===== src/rtl/seg_frame_capture.sv =====
// seg_frame_capture: samples the scanned seven-segment bus, decodes glyphs to nibbles
// and publishes each new stable 32-bit frame through a valid/ack handshake.
module seg_frame_capture #(
    parameter int DIGITS        = 8,
    parameter int SETTLE        = 4,
    parameter int STABLE_FRAMES = 2
) (
    input  logic        clk,
    input  logic        rst,
    input  logic [7:0]  seg_n,
    input  logic [7:0]  an_n,
    output logic [31:0] value,
    output logic [7:0]  dp,
    output logic        frame_vld,
    input  logic        frame_ack,
    output logic        bad_glyph,
    output logic        bad_anode,
    output logic        overrun
);
    localparam int CW = $clog2(SETTLE + 1);
    localparam int MW = $clog2(STABLE_FRAMES + 1);
    localparam int MASK_I = (1 << DIGITS) - 1;
    localparam logic [7:0] MASK = MASK_I[7:0];

    logic [7:0]    seg_q, an_q, lows, seen, work_dp;
    logic [31:0]   work_val;
    logic [39:0]   cand;
    logic [CW-1:0] cnt;
    logic [MW-1:0] mc, mc_nxt;
    logic [2:0]    idx;
    logic [3:0]    nib;
    logic          ok, changed, sample, multi, take, full, same, qualify, ack_now, pub_once;

    assign changed = {seg_n, an_n} != {seg_q, an_q};
    // sample exactly once, on the edge where the counter reaches SETTLE
    assign sample  = !changed && cnt == CW'(SETTLE - 1);
    assign lows    = ~an_q;
    assign multi   = (lows & (lows - 8'd1)) != 8'd0;
    assign take    = sample && !multi && (lows & MASK) != 8'd0;
    assign full    = seen == MASK;
    assign same    = {work_val, work_dp} == cand;
    assign mc_nxt  = same ? (mc == MW'(STABLE_FRAMES) ? mc : mc + MW'(1)) : MW'(1);
    assign qualify = full && mc_nxt == MW'(STABLE_FRAMES) && (!pub_once || {work_val, work_dp} != {value, dp});
    assign ack_now = frame_ack && frame_vld;

    always_comb begin
        idx = '0;
        for (int i = 0; i < 8; i++) idx = lows[i] ? 3'(i) : idx;
    end

    always_comb begin
        ok  = 1'b1;
        nib = 4'h0;
        case (seg_q[6:0])
            7'h40: nib = 4'h0;
            7'h79: nib = 4'h1;
            7'h24: nib = 4'h2;
            7'h30: nib = 4'h3;
            7'h19: nib = 4'h4;
            7'h12: nib = 4'h5;
            7'h02: nib = 4'h6;
            7'h78: nib = 4'h7;
            7'h00: nib = 4'h8;
            7'h10: nib = 4'h9;
            7'h08: nib = 4'hA;
            7'h03: nib = 4'hB;
            7'h46: nib = 4'hC;
            7'h21: nib = 4'hD;
            7'h06: nib = 4'hE;
            7'h0E: nib = 4'hF;
            default: ok = 1'b0;
        endcase
    end

    always_ff @(posedge clk) begin
        if (rst) begin
            seg_q     <= 8'hFF;
            an_q      <= 8'hFF;
            cnt       <= '0;
            seen      <= '0;
            work_val  <= '0;
            work_dp   <= '0;
            cand      <= '0;
            mc        <= '0;
            pub_once  <= 1'b0;
            value     <= '0;
            dp        <= '0;
            frame_vld <= 1'b0;
            bad_glyph <= 1'b0;
            bad_anode <= 1'b0;
            overrun   <= 1'b0;
        end else begin
            seg_q <= seg_n;
            an_q  <= an_n;
            cnt   <= changed ? '0 : (cnt == CW'(SETTLE) ? cnt : cnt + CW'(1));
            if (sample && multi) bad_anode <= 1'b1;
            if (take && !ok) bad_glyph <= 1'b1;
            if (take && ok) begin
                work_val[{idx, 2'b00} +: 4] <= nib;
                work_dp[idx]                <= !seg_q[7];
                seen[idx]                   <= 1'b1;
            end
            if (full) begin
                cand <= {work_val, work_dp};
                mc   <= mc_nxt;
                seen <= '0;
            end
            if (ack_now) frame_vld <= 1'b0;
            // a pending frame blocks the load; the candidate retries on the next completion
            if (qualify && frame_vld && !ack_now) overrun <= 1'b1;
            else if (qualify) begin
                {value, dp} <= {work_val, work_dp};
                frame_vld   <= 1'b1;
                pub_once    <= 1'b1;
            end
        end
    end
endmodule


===== config.mk =====
export PLATFORM = sky130hd
export DESIGN_NAME = seg_frame_capture
export DESIGN_NICKNAME = d
export VERILOG_FILES = /design/src/rtl/seg_frame_capture.sv
export SDC_FILE = /design/constraint.sdc
export NUM_CORES = 1
export LEC_CHECK = 0
export ABC_AREA = 1
export BUFFER_PORTS_ARGS = -buffer_cell sky130_fd_sc_hd__buf_2
export CORE_MARGIN = 2
export CORE_UTILIZATION = 40
export DETAILED_ROUTE_END_ITERATION = 10
export HOLD_SLACK_MARGIN = 0.05
export PLACE_DENSITY = 0.66
export SLEW_MARGIN = 20
export SYNTH_ARGS = -nofsm -noshare
export SYNTH_HDL_FRONTEND = slang
export SYNTH_SLANG_ARGS = --single-unit

===== constraint.sdc =====
create_clock -name clk -period 5.32 [get_ports clk]
set_input_delay 0.266 -clock clk [delete_from_list [all_inputs] [get_ports clk]]
set_output_delay 0.266 -clock clk [all_outputs]
set_load 0.02 [all_outputs]

### Word-level counts from Yosys, hierarchy flattened

Cells that the tools add are included.

| cells by class | value |
|---|---|
| order comparisons | 2 |
| eq/ne operators | 23 |
| reductions and logical operators | 26 |
| bitwise logic cells | 4 |
| muxes and demuxes | 18 |
| shift operators | 2 |
| add/sub/neg operators | 4 |

Operator list:

| cell | number |
|---|---|
| $pmux W4 S15 | 1 |
| $eq A40 B40 Y1 | 1 |
| $ne A40 B40 Y1 | 1 |
| $bwmux W32 | 1 |
| $shift A4 B7 Y32 const A | 1 |
| $shiftx A4 B7 Y32 | 1 |
| $eq A7 B7 Y1 const B | 4 |
| $eq A7 B5 Y1 const B | 3 |
| $eq A7 B6 Y1 const B | 3 |
| $ne A16 B16 Y1 | 1 |
| $reduce_bool A8 Y1 | 2 |
| $reduce_or A16 Y1 | 1 |
| $eq A7 B2 Y1 const B | 2 |
| $eq A7 B4 Y1 const B | 2 |
| $logic_and A1 B1 Y1 | 12 |
| $mux W3 | 4 |
| $and A8 B8 Y8 | 1 |
| $bwmux W8 | 1 |
| $eq A8 B8 Y1 const B | 1 |
| $mux W2 | 4 |
| $not A8 Y8 | 1 |
| $or A8 B8 Y8 | 1 |
| $sub A8 B1 Y8 const B | 1 |
| $eq A7 B3 Y1 const B | 1 |
| 16 further kinds | 28 |

| storage, ports and cells | value |
|---|---|
| register bits | 154 |
| output and inout port bits | 44 |
| bits of input ports | 19 |
| logic and storage cells | 94 |

### Depth between registers and ports, before layout

Gate-level depths: netlist of run 1.

| depth | value |
|---|---|
| depth in word-level cells | 13 |
| gate-level depth with buffers | 16 |
| gate-level depth less buffers | 15 |

### Least setup slack after synthesis of run 1

OpenSTA, ideal clock, no wires.

| timing | value |
|---|---|
| path kind | register to register |
| from | register an_q[2] |
| to | register work_val[0] |
| arrival time | 2.191 ns |
| buffers on the path | 0 |
| library setup time | 0.113 ns |
| required time | 5.207 ns |
| clock period less this slack | 2.304 ns |
| stages on the path, launching flop included | 14 |
| setup slack | 3.016 ns |
| cells stage by stage | dfxtp_1 > inv_1 > o21ai_1 > a21oi_1 > inv_1 > nand2_2 > ha_1 > ha_1 > inv_1 > nand3_1 > nor2_1 > nand4_4 > o21ai_1 > nor2_1 |

| on the way | value |
|---|---|
| word-level cells in the longest chain between the ends | 10 |
| elaborated cells between the ends (all ways) | 22 |
| classes of those cells | 2 x add/sub; 1 x eq/ne; 2 x shift; 7 x mux; 2 x bitwise; 8 x reduce/logical |

RTL lines:

| element | line | text |
|---|---|---|
| start, declared | 25 | `logic [7:0] seg_q, an_q, lows, seen, work_dp;` |
| start signal, assigned | 94 | `an_q <= an_n;` |
| $not A8 Y8 | 37 | `assign lows = ~an_q;` |
| $mux W2 (2 in a row) | 48 | `for (int i = 0; i < 8; i++) idx = lows[i] ? 3'(i) : idx;` |
| $mux W3 (4 in a row) | 48 |  |
| $neg A5 Y7 | 99 | `work_val[{idx, 2'b00} +: 4] <= nib;` |
| $shiftx A4 B7 Y32 / $shift A4 B7 Y32 (equally long branches) | 99 |  |
| $bwmux W32 | 99 |  |
| end signal, assigned by index | 99 |  |
| end, declared | 26 | `logic [31:0] work_val;` |

Parallel ways exist; a longest one is shown, timed or not.
A chain may end at the register's enable or synchronous reset.

### Worst setup path after layout of run 1

| timing | value |
|---|---|
| from | register work_val[18] |
| to | register value[13] |

| on the way | value |
|---|---|
| word-level cells in the longest chain between the ends | 9 |
| elaborated cells between the ends (all ways) | 11 |
| classes of those cells | 3 x eq/ne; 1 x mux; 1 x bitwise; 6 x reduce/logical |

RTL lines:

| element | line | text |
|---|---|---|
| $eq A40 B40 Y1 | 41 | `assign same = {work_val, work_dp} == cand;` |
| $mux W2 | 42 | `assign mc_nxt = same ? (mc == MW'(STABLE_FRAMES) ? mc : mc + MW'(1)) : MW'(1);` |
| $eq A2 B2 Y1 | 43 | `assign qualify = full && mc_nxt == MW'(STABLE_FRAMES) && (!pub_once \|\| {work_val, work_dp} != {value, dp});` |
| $logic_and A1 B1 Y1 | 43 |  |
| $logic_and A1 B1 Y1 (*) | 43 |  |
| $logic_and A1 B1 Y1 (2 in a row) | 110 | `if (qualify && frame_vld && !ack_now) overrun <= 1'b1;` |
| $not A1 Y1 (no source line) | -- |  |
| $reduce_and A2 Y1 (no source line) (*) | -- |  |
| end signal, assigned | 112 | `{value, dp} <= {work_val, work_dp};` |
| end, declared | 12 | `output logic [31:0] value,` |

Mark *: on every way between the ends. The rest lies on a longest branch, timed or not.

==> results_dict.tcl, run 1 <==
set metrics [dict create \
    min_period_ns 2.88 \
    critPathTopFamily "simple AND/OR/NAND/NOR gates" \
    power_frac_comb_pct 4.4 \
    postSynthCellCount 1183 \
    synth_nets 1209 \
    post-place-ws_ns 2.58 \
    path_max_fanout 81 \
    critPathRequiredTime_ns 5.69 \
    outcome "completed" \
    grt_pass1_wl_um 32200 \
    routed_wirelength_um 19700 \
    globalRouteTotalUtil_pct 20.4 \
    clock_path_buffers 2 \
    antenna_cells 0 \
    rows 50 \
    postCtsSetupBuffers 0 \
    sw_frac_of_total_pct 22.5 \
    p_leak_nw 4.63 \
    power.net_switching_mw 0.568 \
    max_freq_mhz 347 \
    hold_viol_final 0 \
    grt_pass1_vias 6459 \
    post_drt_wl_per_cell_um 13.0 \
    nets 1272 \
    die_x_um 143 \
    slew_viol_final 0 \
    rsz0062_at_grt "no" \
    syn-mean-instance-area_um2 6.55 \
    relSlewSlack_pct 35.6 \
    cts_inserted_buffers 17 \
    synth.distinct_cells 35 \
    drtPass1Iterations 5 \
    internal-power_mw 1.96 \
    viasPerCell 4.62 \
    overflow 0 \
    worst_path_largest_cell_delay_ns 0.69 \
    antenna_found_initial 0 \
    start_util_pct 41.2 \
    drive_above_1_share_pct 10.9 \
    ant_nets 0 \
    path_cells "inv_1 > nand2_1 > nand2_1 > nand2_1 > nor2_1 > nand2_1 > nor2_1 > nand4_1 > nor2_2 > nand3_4 > nand2_1 > nand2_1 > nor2_1" \
    slowest_stage "nand3_4" \
    ctsHtreeMaxLevel 4 \
    cts_resized 0 \
    path_common_cell "nand2_1" \
    grt_max_degree 92 \
    start_kind "flip-flop" \
    clock_sinks 154 \
    hp-class "in -> reg" \
    fin_area_um2 8950 \
    seq_area_frac_synth_pct 39.8 \
    ys_ff_latch 154 \
    fillCellCount 1930 \
    ioPinCount 63 \
    worstMarginPinSlew_ns 0.967 \
    clk_pin_slew_ns 0.06 \
    critical_path_arrival_ns 3.25 \
    min_period_over_period_pct 54.1 \
    p_seq_share_pct 46.3 \
    vias 7013 \
    max-cap-violations 0 \
    root_buffer "clkbuf_16" \
    power_density_nw_per_um2 282 \
    p_clk_share_pct 49.3 \
    end_kind "flip-flop" \
    drc_errors 0 \
    worst_slack_ns 2.44 \
    critPathKind "reg -> reg" \
    clock_skew_ns 0.00974 \
    syn_to_final_growth_pct 15.5 \
    placed_area_um2 8230 \
    fp.coreArea_um2 18800 \
    place_congestion 0.850 \
    design.die.area_um2 20500 \
    clock_latency_ns 0.43 \
    dieHeight_um 143 \
    drt_iter0_markers 469 \
    multi_input_area_um2 3740 \
    finalSetupViolCount 0 \
    tns_ns 0 \
    io_buffers 62 \
    irDropWorstVdd_uv 232 \
    hold_buffers 11 \
    seqCellArea_um2 3080 \
    cts_tree "done" \
    place_hpwl_um 14100 \
    yosys_warnings 0 \
    crit_buf_inv 1 \
    netlist_area_um2 7750 \
]
[layer usage]
layer | vias up | part of all wire (%) | global-route usage, %
met5 | - | 0 | 0
met4 | 0 | 2.7 | 7.97
met3 | 30 | 5.1 | 4.49
met2 | 149 | 44 | 31.6
met1 | 3105 | 48 | 27.5
li1 | 3729 | - | -
[per-stage QoR]
step                hold WS, ns  util [%]  cells  total power, mW
global route             0.0602      47.5   1518             2.61
detailed placement        0.443      43.7   1475             1.30
CTS                      0.0502      47.5   1517             2.54
global placement          0.438      43.7   1475             1.30
finish                   0.0668      47.5   1518             2.53
floorplan                 0.362         -   1183             1.27
[synthesized netlist by cell type]
master	number	share of area [%]
inv_2	7	0.34
nand3_1	42	2.7
xor2_1	22	2.5
and3_1	1	0.081
nor2_1	190	9.2
clkbuf_2	1	0.065
o21ai_1	19	1.2
nand3_4	1	0.23
or2_2	14	1.1
o2111ai_1	1	0.11
nand4_4	5	1.4
dfxtp_1	154	40
nand3b_1	1	0.097
nor2_4	1	0.15
o211ai_1	1	0.097
ha_1	7	1.1
a21oi_1	27	1.7
clkinv_1	4	0.19
clkbuf_1	20	0.97
o21ai_0	33	2.1
o22ai_1	19	1.5
nand3_2	2	0.26
nor2_2	5	0.40
o32ai_1	1	0.11
inv_1	187	9.1
nand4_1	15	1.2
nand2_2	2	0.16
xnor2_1	20	2.3
nand4_2	1	0.16
nand2_1	354	17
o21bai_1	1	0.097
buf_6	7	1.0
nor3_1	10	0.65
buf_2	5	0.32
nor3_2	3	0.39
[registers in the layout, summed over array words and instances, names as in the netlist]
signal and count:
an_q 8, value 32, overrun 1, bad_anode 1
bad_glyph 1, cand 40, pub_once 1, work_val 32
seg_q 8, mc 2, dp 8, cnt 3
work_dp 8, seen 8, frame_vld 1
[worst paths after layout]
kind              cells past startpoint        end  slack (ns)          from
setup / recovery                     13  value[13]        2.44  work_val[18]
hold / removal                        2   seg_q[5]        0.07      seg_n[5]
setup reg to reg                     13  value[13]        2.44  work_val[18]
hold reg to reg                       2    seen[5]        0.45       seen[5]
[layout make-up]
type | instances | share of cell area (%)
multi-input combinational | 798 | 41.8
inverter | 198 | 8.30
clock inverter | 10 | 1.59
clock buffer | 21 | 5.14
timing repair buffer | 77 | 5.06
tap | 260 | 3.63
sequential | 154 | 34.4
[cells by family after synthesis]
kind of cell,after synthesis,synth area share [%]
AOI/OAI and AO/OA,102,7.05
xor gates and xnor gates,42,4.75
adders and majority gates,7,1.13
buffers and inverters,231,12.0
DFF,154,39.8
and+or+nand+nor,647,35.3
[power by group through the flow]
| stage | clock network (mW) | logic, mW | registers, mW |
|---|---|---|---|
| global route | 1.32 | 0.126 | 1.17 |
| detailed placement | 0 | 0.105 | 1.20 |
| floorplan | 0 | 0.0807 | 1.19 |
| finish | 1.25 | 0.112 | 1.17 |
| CTS | 1.26 | 0.112 | 1.17 |
| global placement | 0 | 0.104 | 1.19 |
[cells in the final DEF, fill, tap and decap left out, types with 15 or more instances in the layout]
cell type,count
nand3_1,42
o21ai_0,33
o21ai_1,19
inv_1,187
nor2_1,190
buf_2,62
a21oi_1,27
nand4_1,15
o22ai_1,19
dfxtp_1,154
xnor2_1,20
xor2_1,22
nand2_1,353
clkbuf_16,17
No activity file was read; power rests on OpenSTA's default activity.
==> inputs of run 2 (changes only) <==
--- a/config.mk
+++ b/config.mk
@@ -11,7 +11,7 @@
 export CORE_UTILIZATION = 40
 export DETAILED_ROUTE_END_ITERATION = 10
 export HOLD_SLACK_MARGIN = 0.05
-export PLACE_DENSITY = 0.66
+export PLACE_DENSITY = 0.68
 export SLEW_MARGIN = 20
 export SYNTH_ARGS = -nofsm -noshare
 export SYNTH_HDL_FRONTEND = slang
==> constraint.sdc (replaced) <==
create_clock -name clk -period 2.41 [get_ports clk]
set_input_delay 0.1205 -clock clk [delete_from_list [all_inputs] [get_ports clk]]
set_output_delay 0.1205 -clock clk [all_outputs]
set_load 0.02 [all_outputs]
==> results_dict.tcl, run 2 (synthesis results as in run 1) <==
set metrics [dict create \
    clock_skew_ns 0.0174 \
    critical_path_arrival_ns 2.64 \
    r2r_start "work_val[18]" \
    worst_slack_ns 0.0930 \
    crit_buf_inv 1 \
    reg2reg_slack_ns 0.09 \
    r2r_end "value[19]" \
    r2r_cells 12 \
    post_drt_wl_per_cell_um 13.6 \
    antenna_cells 0 \
    grt_pass1_vias 6545 \
    max_freq_mhz 432 \
    place_congestion 0.862 \
    critPathKind "reg -> reg" \
    reg.largest.list "cand x40, value x32, work_val x32" \
    clock_latency_ns 0.43 \
    rows 50 \
    critPathRequiredTime_ns 2.73 \
    top_register "cand" \
    relSlewSlack_pct 57.7 \
    p_leak_nw 4.74 \
    top_usage_layer "met2" \
    finalSetupViolCount 0 \
    power_density_nw_per_um2 597 \
    worstMarginPinSlew_ns 0.634 \
    final_common_cell "nand2_1" \
    clock_sinks 154 \
    tns_ns 0 \
    ant_nets 0 \
    drive_above_1_share_pct 12.3 \
    clock_path_buffers 2 \
    critPathTopFamily "simple AND/OR/NAND/NOR gates" \
    final_util_pct 48.8 \
    slew_viol_final 0 \
    min_period_ns 2.32 \
    overflow 0 \
    syn_to_final_growth_pct 18.5 \
    path_max_fanout 40 \
    root_buffer "clkbuf_16" \
    post-place-ws_ns 0.116 \
    hold-path-endpoint "an_q[1]" \
    irDropWorstVdd_uv 652 \
    fillCellCount 1857 \
    worst_path_largest_cell_delay_ns 0.46 \
    end_kind "flip-flop" \
    grt_max_degree 82 \
    vias 7226 \
    place_hpwl_um 14500 \
    cts_tree "done" \
    min_path_cells 3 \
    min-delay-start "an_n[1]" \
    globalRouteTotalUtil_pct 20.6 \
    rsz0062_at_grt "yes" \
    routed_wirelength_um 20900 \
    viasPerCell 4.69 \
    clk_pin_slew_ns 0.06 \
    ioPinCount 63 \
    die_x_um 143 \
    io_buffers 62 \
    outcome "completed" \
    cts_inserted_buffers 17 \
    largest_reg_flops 40 \
    min_period_over_period_pct 96.1 \
    drc_errors 0 \
    ctsHtreeMaxLevel 4 \
    drtPass1Iterations 5 \
    gr-usage-met3_pct 4.43 \
    start_util_pct 41.2 \
    path_cells "nand2_1 > nand2_1 > nand2_1 > nor2_1 > nand2_1 > nor2_1 > nand4_1 > nor2_4 > nand3_4 > clkbuf_16 > nor2_1 > nor2_1" \
    grt_use_met1_pct 27.6 \
    design.die.area_um2 20500 \
    start_kind "flip-flop" \
    dieHeight_um 143 \
    max-cap-violations 0 \
    slowest_stage "dfxtp_1" \
    hold_viol_final 0 \
    antenna_found_initial 0 \
    drt_iter0_markers 549 \
    fp.coreArea_um2 18800 \
    grt_pass1_wl_um 32800 \
    final_cell_mix "nand2_1 (354), nor2_1 (187), inv_1 (186)" \
    hp-class "in -> reg" \
    use_met2_pct 33.2 \
    nets 1296 \
]
==> run 2: changes by cell type in the layout (fill, tap and decap cells not counted), moves of 3 or more <==
cell | before | now
buf_4 | 3 | 17
dlygate4sd3_1 | 12 | 20
dfxtp_2 | 0 | 3
clkinv_4 | 3 | 0
nor2_1 | 190 | 187
dfxtp_1 | 154 | 151
==> run 2: report_power, final <==
group          leakage [nW]  internal (mW)  total [mW]  switching (mW)
Clock                 0.279           1.59        2.63            1.03
Sequential             1.25           2.56        2.58          0.0212
Combinational          3.22          0.103       0.278           0.175
Total                  4.74           4.26        5.48            1.23
==> run 2: worst register-to-register path: cells and delay by family, from the launching register on <==
kind | cells | cell delay, ns
and+or+nand+nor | 11 | 1.49
DFF | 1 | 0.46
buffers and inverters | 1 | 0.27
==> run 2: cell type report <==
type                    instances  area [um^2]  area share (%)
clock buffers                  23          478            5.21
clock inverters                 7         91.3           0.995
repair buffers                101          691            7.52
flip-flops and latches        154         3090            33.6
multi-input cells             798         3770            41.0
well taps                     260          325            3.54
inverters                     198          743            8.09
==> run 2: worst max path at each step <==
| stage | start | endpoint | cells past startpoint |
|---|---|---|---|
| CTS | an_q[2] | work_val[2] | 13 |
| global placement | an_q[2] | work_val[3] | 13 |
| global route | an_q[4] | work_val[17] | 14 |
| finish | work_val[18] | value[19] | 12 |
| floorplan | an_q[2] | work_val[0] | 13 |
| detailed placement | an_q[2] | work_val[2] | 13 |
==> run 2: stage by stage <==
step,std cells,power (mW),hold WS [ns],instance area (um^2)
after floorplan,1183,2.81,0.217,7750
after global placement,1489,2.88,0.330,8340
after detailed placement,1489,2.88,0.329,8340
after CTS,1539,5.50,0.432,9110
after global routing,1541,5.66,0.453,9180
final,1541,5.48,0.445,9180
==> run 2: per-layer routing <==
layer	up-vias	part of all wire [%]	wire length, um
li1	3766	-	-
met3	29	5.7	1200
met1	3233	47	9850
met5	-	0	0
met4	0	2.1	449
met2	198	45	9420
==> run 2: what timing repair did <==
| action | CTS | global route |
|---|---|---|
| hold buffers | 20 | 0 |
| resized for setup | 0 | 11 |
| setup buffers | 0 | 1 |
| endpoints found under the hold margin | 18 | 0 |
| endpoints found under the setup margin | 0 | 45 |
==> inputs of run 3 (changes only) <==
--- a/config.mk
+++ b/config.mk
@@ -5,7 +5,7 @@
 export SDC_FILE = /design/constraint.sdc
 export NUM_CORES = 1
 export LEC_CHECK = 0
-export ABC_AREA = 1
+export ABC_AREA = 0
 export BUFFER_PORTS_ARGS = -buffer_cell sky130_fd_sc_hd__buf_2
 export CORE_MARGIN = 2
 export CORE_UTILIZATION = 40
==> results_dict.tcl, run 3 <==
set metrics [dict create \
    irDropWorstVdd_uv 546 \
    grt_pass1_vias 6571 \
    globalRouteTotalUtil_pct 22.0 \
    slowest_stage "or4b_4" \
    syn_to_final_growth_pct 31.8 \
    largest_reg_flops 40 \
    clock_skew_ns 0.0136 \
    worst_path_largest_cell_delay_ns 0.50 \
    post_drt_wl_per_cell_um 17.7 \
    worstMarginPinSlew_ns 0.901 \
    hp-class "in -> reg" \
    critPathKind "reg -> reg" \
    min_period_ns 2.43 \
    power_density_nw_per_um2 567 \
    clock_sinks 154 \
    ioPinCount 63 \
    postSynthCellCount 864 \
    nets 1037 \
    synth_edf_count 0 \
    yosys_warnings 0 \
    netlist_area_um2 7610 \
    yosysTopAreaCellShare_pct 40.5 \
    clock_path_buffers 2 \
    worst_slack_ns -0.0231 \
    drt_iter0_markers 443 \
    clk_pin_slew_ns 0.07 \
    drtPass1Iterations 5 \
    yosysMostFrequentCell "dfxtp_1" \
    cts_inserted_buffers 17 \
    die_x_um 142 \
    final_common_cell "dfxtp_1" \
    critPathRequiredTime_ns 2.77 \
    cts_tree "done" \
    drive_above_1_share_pct 31.4 \
    end_kind "flip-flop" \
    synth-main-ff-cell "dfxtp_1" \
    grt_max_degree 57 \
    place_congestion 0.846 \
    drc_errors 0 \
    rsz0062_at_grt "yes" \
    reg.largest.list "cand x40, value x32, work_val x32" \
    power_mw 5.68 \
    ys_top_cells_by_area "dfxtp_1 (41%), xor2_1 (7.7%), a21oi_1 (6.4%), nand2_1 (4.9%), o31ai_1 (4.7%)" \
    top_register "cand" \
    p_leak_nw 4.03 \
    relSlewSlack_pct 40.0 \
    syn-mean-instance-area_um2 8.81 \
    seq_area_frac_synth_pct 40.5 \
    antenna_found_initial 0 \
    post-place-ws_ns -0.0326 \
    hold_ws_ns 0.176 \
    grt_pass1_wl_um 34900 \
    final_util_pct 53.6 \
    synthArstFlopShare_pct 0 \
    outcome "complete, but fails checks" \
    dieHeight_um 142 \
    antenna_cells 0 \
    rows 50 \
    max-cap-violations 0 \
    ys_ff_latch 154 \
    path_common_cell "ha_4" \
    placed_area_um2 8920 \
    start_util_pct 40.7 \
    critical_path_arrival_ns 2.80 \
    synth_nets 890 \
    max_freq_mhz 411 \
    synth.distinct_cells 56 \
    yosys.area.top_type "dfxtp_1" \
    design.die.area_um2 20100 \
    routed_wirelength_um 22200 \
    fp.coreArea_um2 18700 \
    vias 6974 \
    synthTopCellsByCount "dfxtp_1 (154), nand2_1 (99), a21oi_1 (98)" \
    path_max_fanout 5 \
    final_cell_mix "dfxtp_1 (136), buf_4 (112), nand2_1 (97)" \
    clock_latency_ns 0.44 \
    path_cells "nor2b_4 > o21ai_2 > a31oi_4 > inv_4 > ha_4 > ha_4 > nand2b_4 > or4_4 > or4b_4 > a21oi_2" \
    overflow 0 \
    hold_viol_final 0 \
    root_buffer "clkbuf_16" \
    violations "setup timing" \
    start_kind "flip-flop" \
    slew_viol_final 0 \
    fin_area_um2 10000 \
    viasPerCell 5.54 \
    ctsHtreeMaxLevel 4 \
    place_hpwl_um 14700 \
    ant_nets 0 \
    finalSetupViolCount 2 \
    min_period_over_period_pct 101 \
    io_buffers 62 \
]
## run 3: cell count changes after synthesis, moves of 45 or more
cell / previous run / this run
a21oi_1: 27 / 98
xor2_1: 22 / 67
o31ai_1: 0 / 48
nand2_1: 354 / 99
nor2_1: 190 / 13
inv_1: 187 / 10
## run 3: critical path, delay by kind of cell (launching register included)
family	cells	cell delay [ns]
compound gates	3	0.39
simple gates	4	1.13
buf+inv	1	0.05
flops	1	0.33
fa+ha+maj	2	0.45
## run 3: routing by layer
layer  GRT usage, %  wire length, um
met1           29.3            10100
met4           8.63              685
met3           4.72             1080
met5              0                0
met2           34.9            10400
## run 3: worst paths after layout
path         startpoint      endpoint  slack (ns)  cells past startpoint
min reg2reg   bad_glyph     bad_glyph        0.45                      2
max reg2reg     an_q[2]  work_val[16]       -0.02                     10
min                 rst   work_val[0]        0.18                      2
max             an_q[2]  work_val[16]       -0.02                     10
## run 3: what timing repair did
item	CTS	global route
endpoints found under the hold margin	16	0
gates resized for setup	5	71
pin swaps	2	17
gates cloned	0	2
buffers inserted	1	6
endpoints found under the setup margin	28	82
hold buffers	16	0
## run 3: area by class of cell
type	instances	area, um^2
Multi-Input combinational cell	629	4520
Inverter	10	40.0
Sequential cell	154	3110
Tap cell	234	293
Clock buffer	20	467
Fill cell	1611	8680
Clock inverter	12	128
Timing Repair Buffer	199	1470
## run 3: stage by stage
step            TNS, ns  std cells
2_1_floorplan    -0.580        864
3_3_place_gp   -0.00146       1202
3_5_place_dp     -0.105       1202
4_1_cts         -0.0622       1251
5_1_grt           -2.47       1258
6_report        -0.0274       1258
## run 3: logic make-up after synthesis
logic type,share of synthesized area [%]
multiplexers,4.21
AND/OR/NAND/NOR,23.6
XOR/XNOR,11.1
adder cells (fa/ha/maj),1.15
flip-flops,40.5
buffers and inverters,4.69
AO/OA/AOI/OAI,14.7
## run 3: report_power, final
| part | internal (mW) | switching, mW | total (mW) | leakage [nW] |
|---|---|---|---|---|
| logic | 0.198 | 0.199 | 0.397 | 2.49 |
| clock network | 1.54 | 1.17 | 2.71 | 0.290 |
| registers | 2.56 | 0.0185 | 2.58 | 1.25 |
| total | 4.29 | 1.39 | 5.68 | 4.03 |
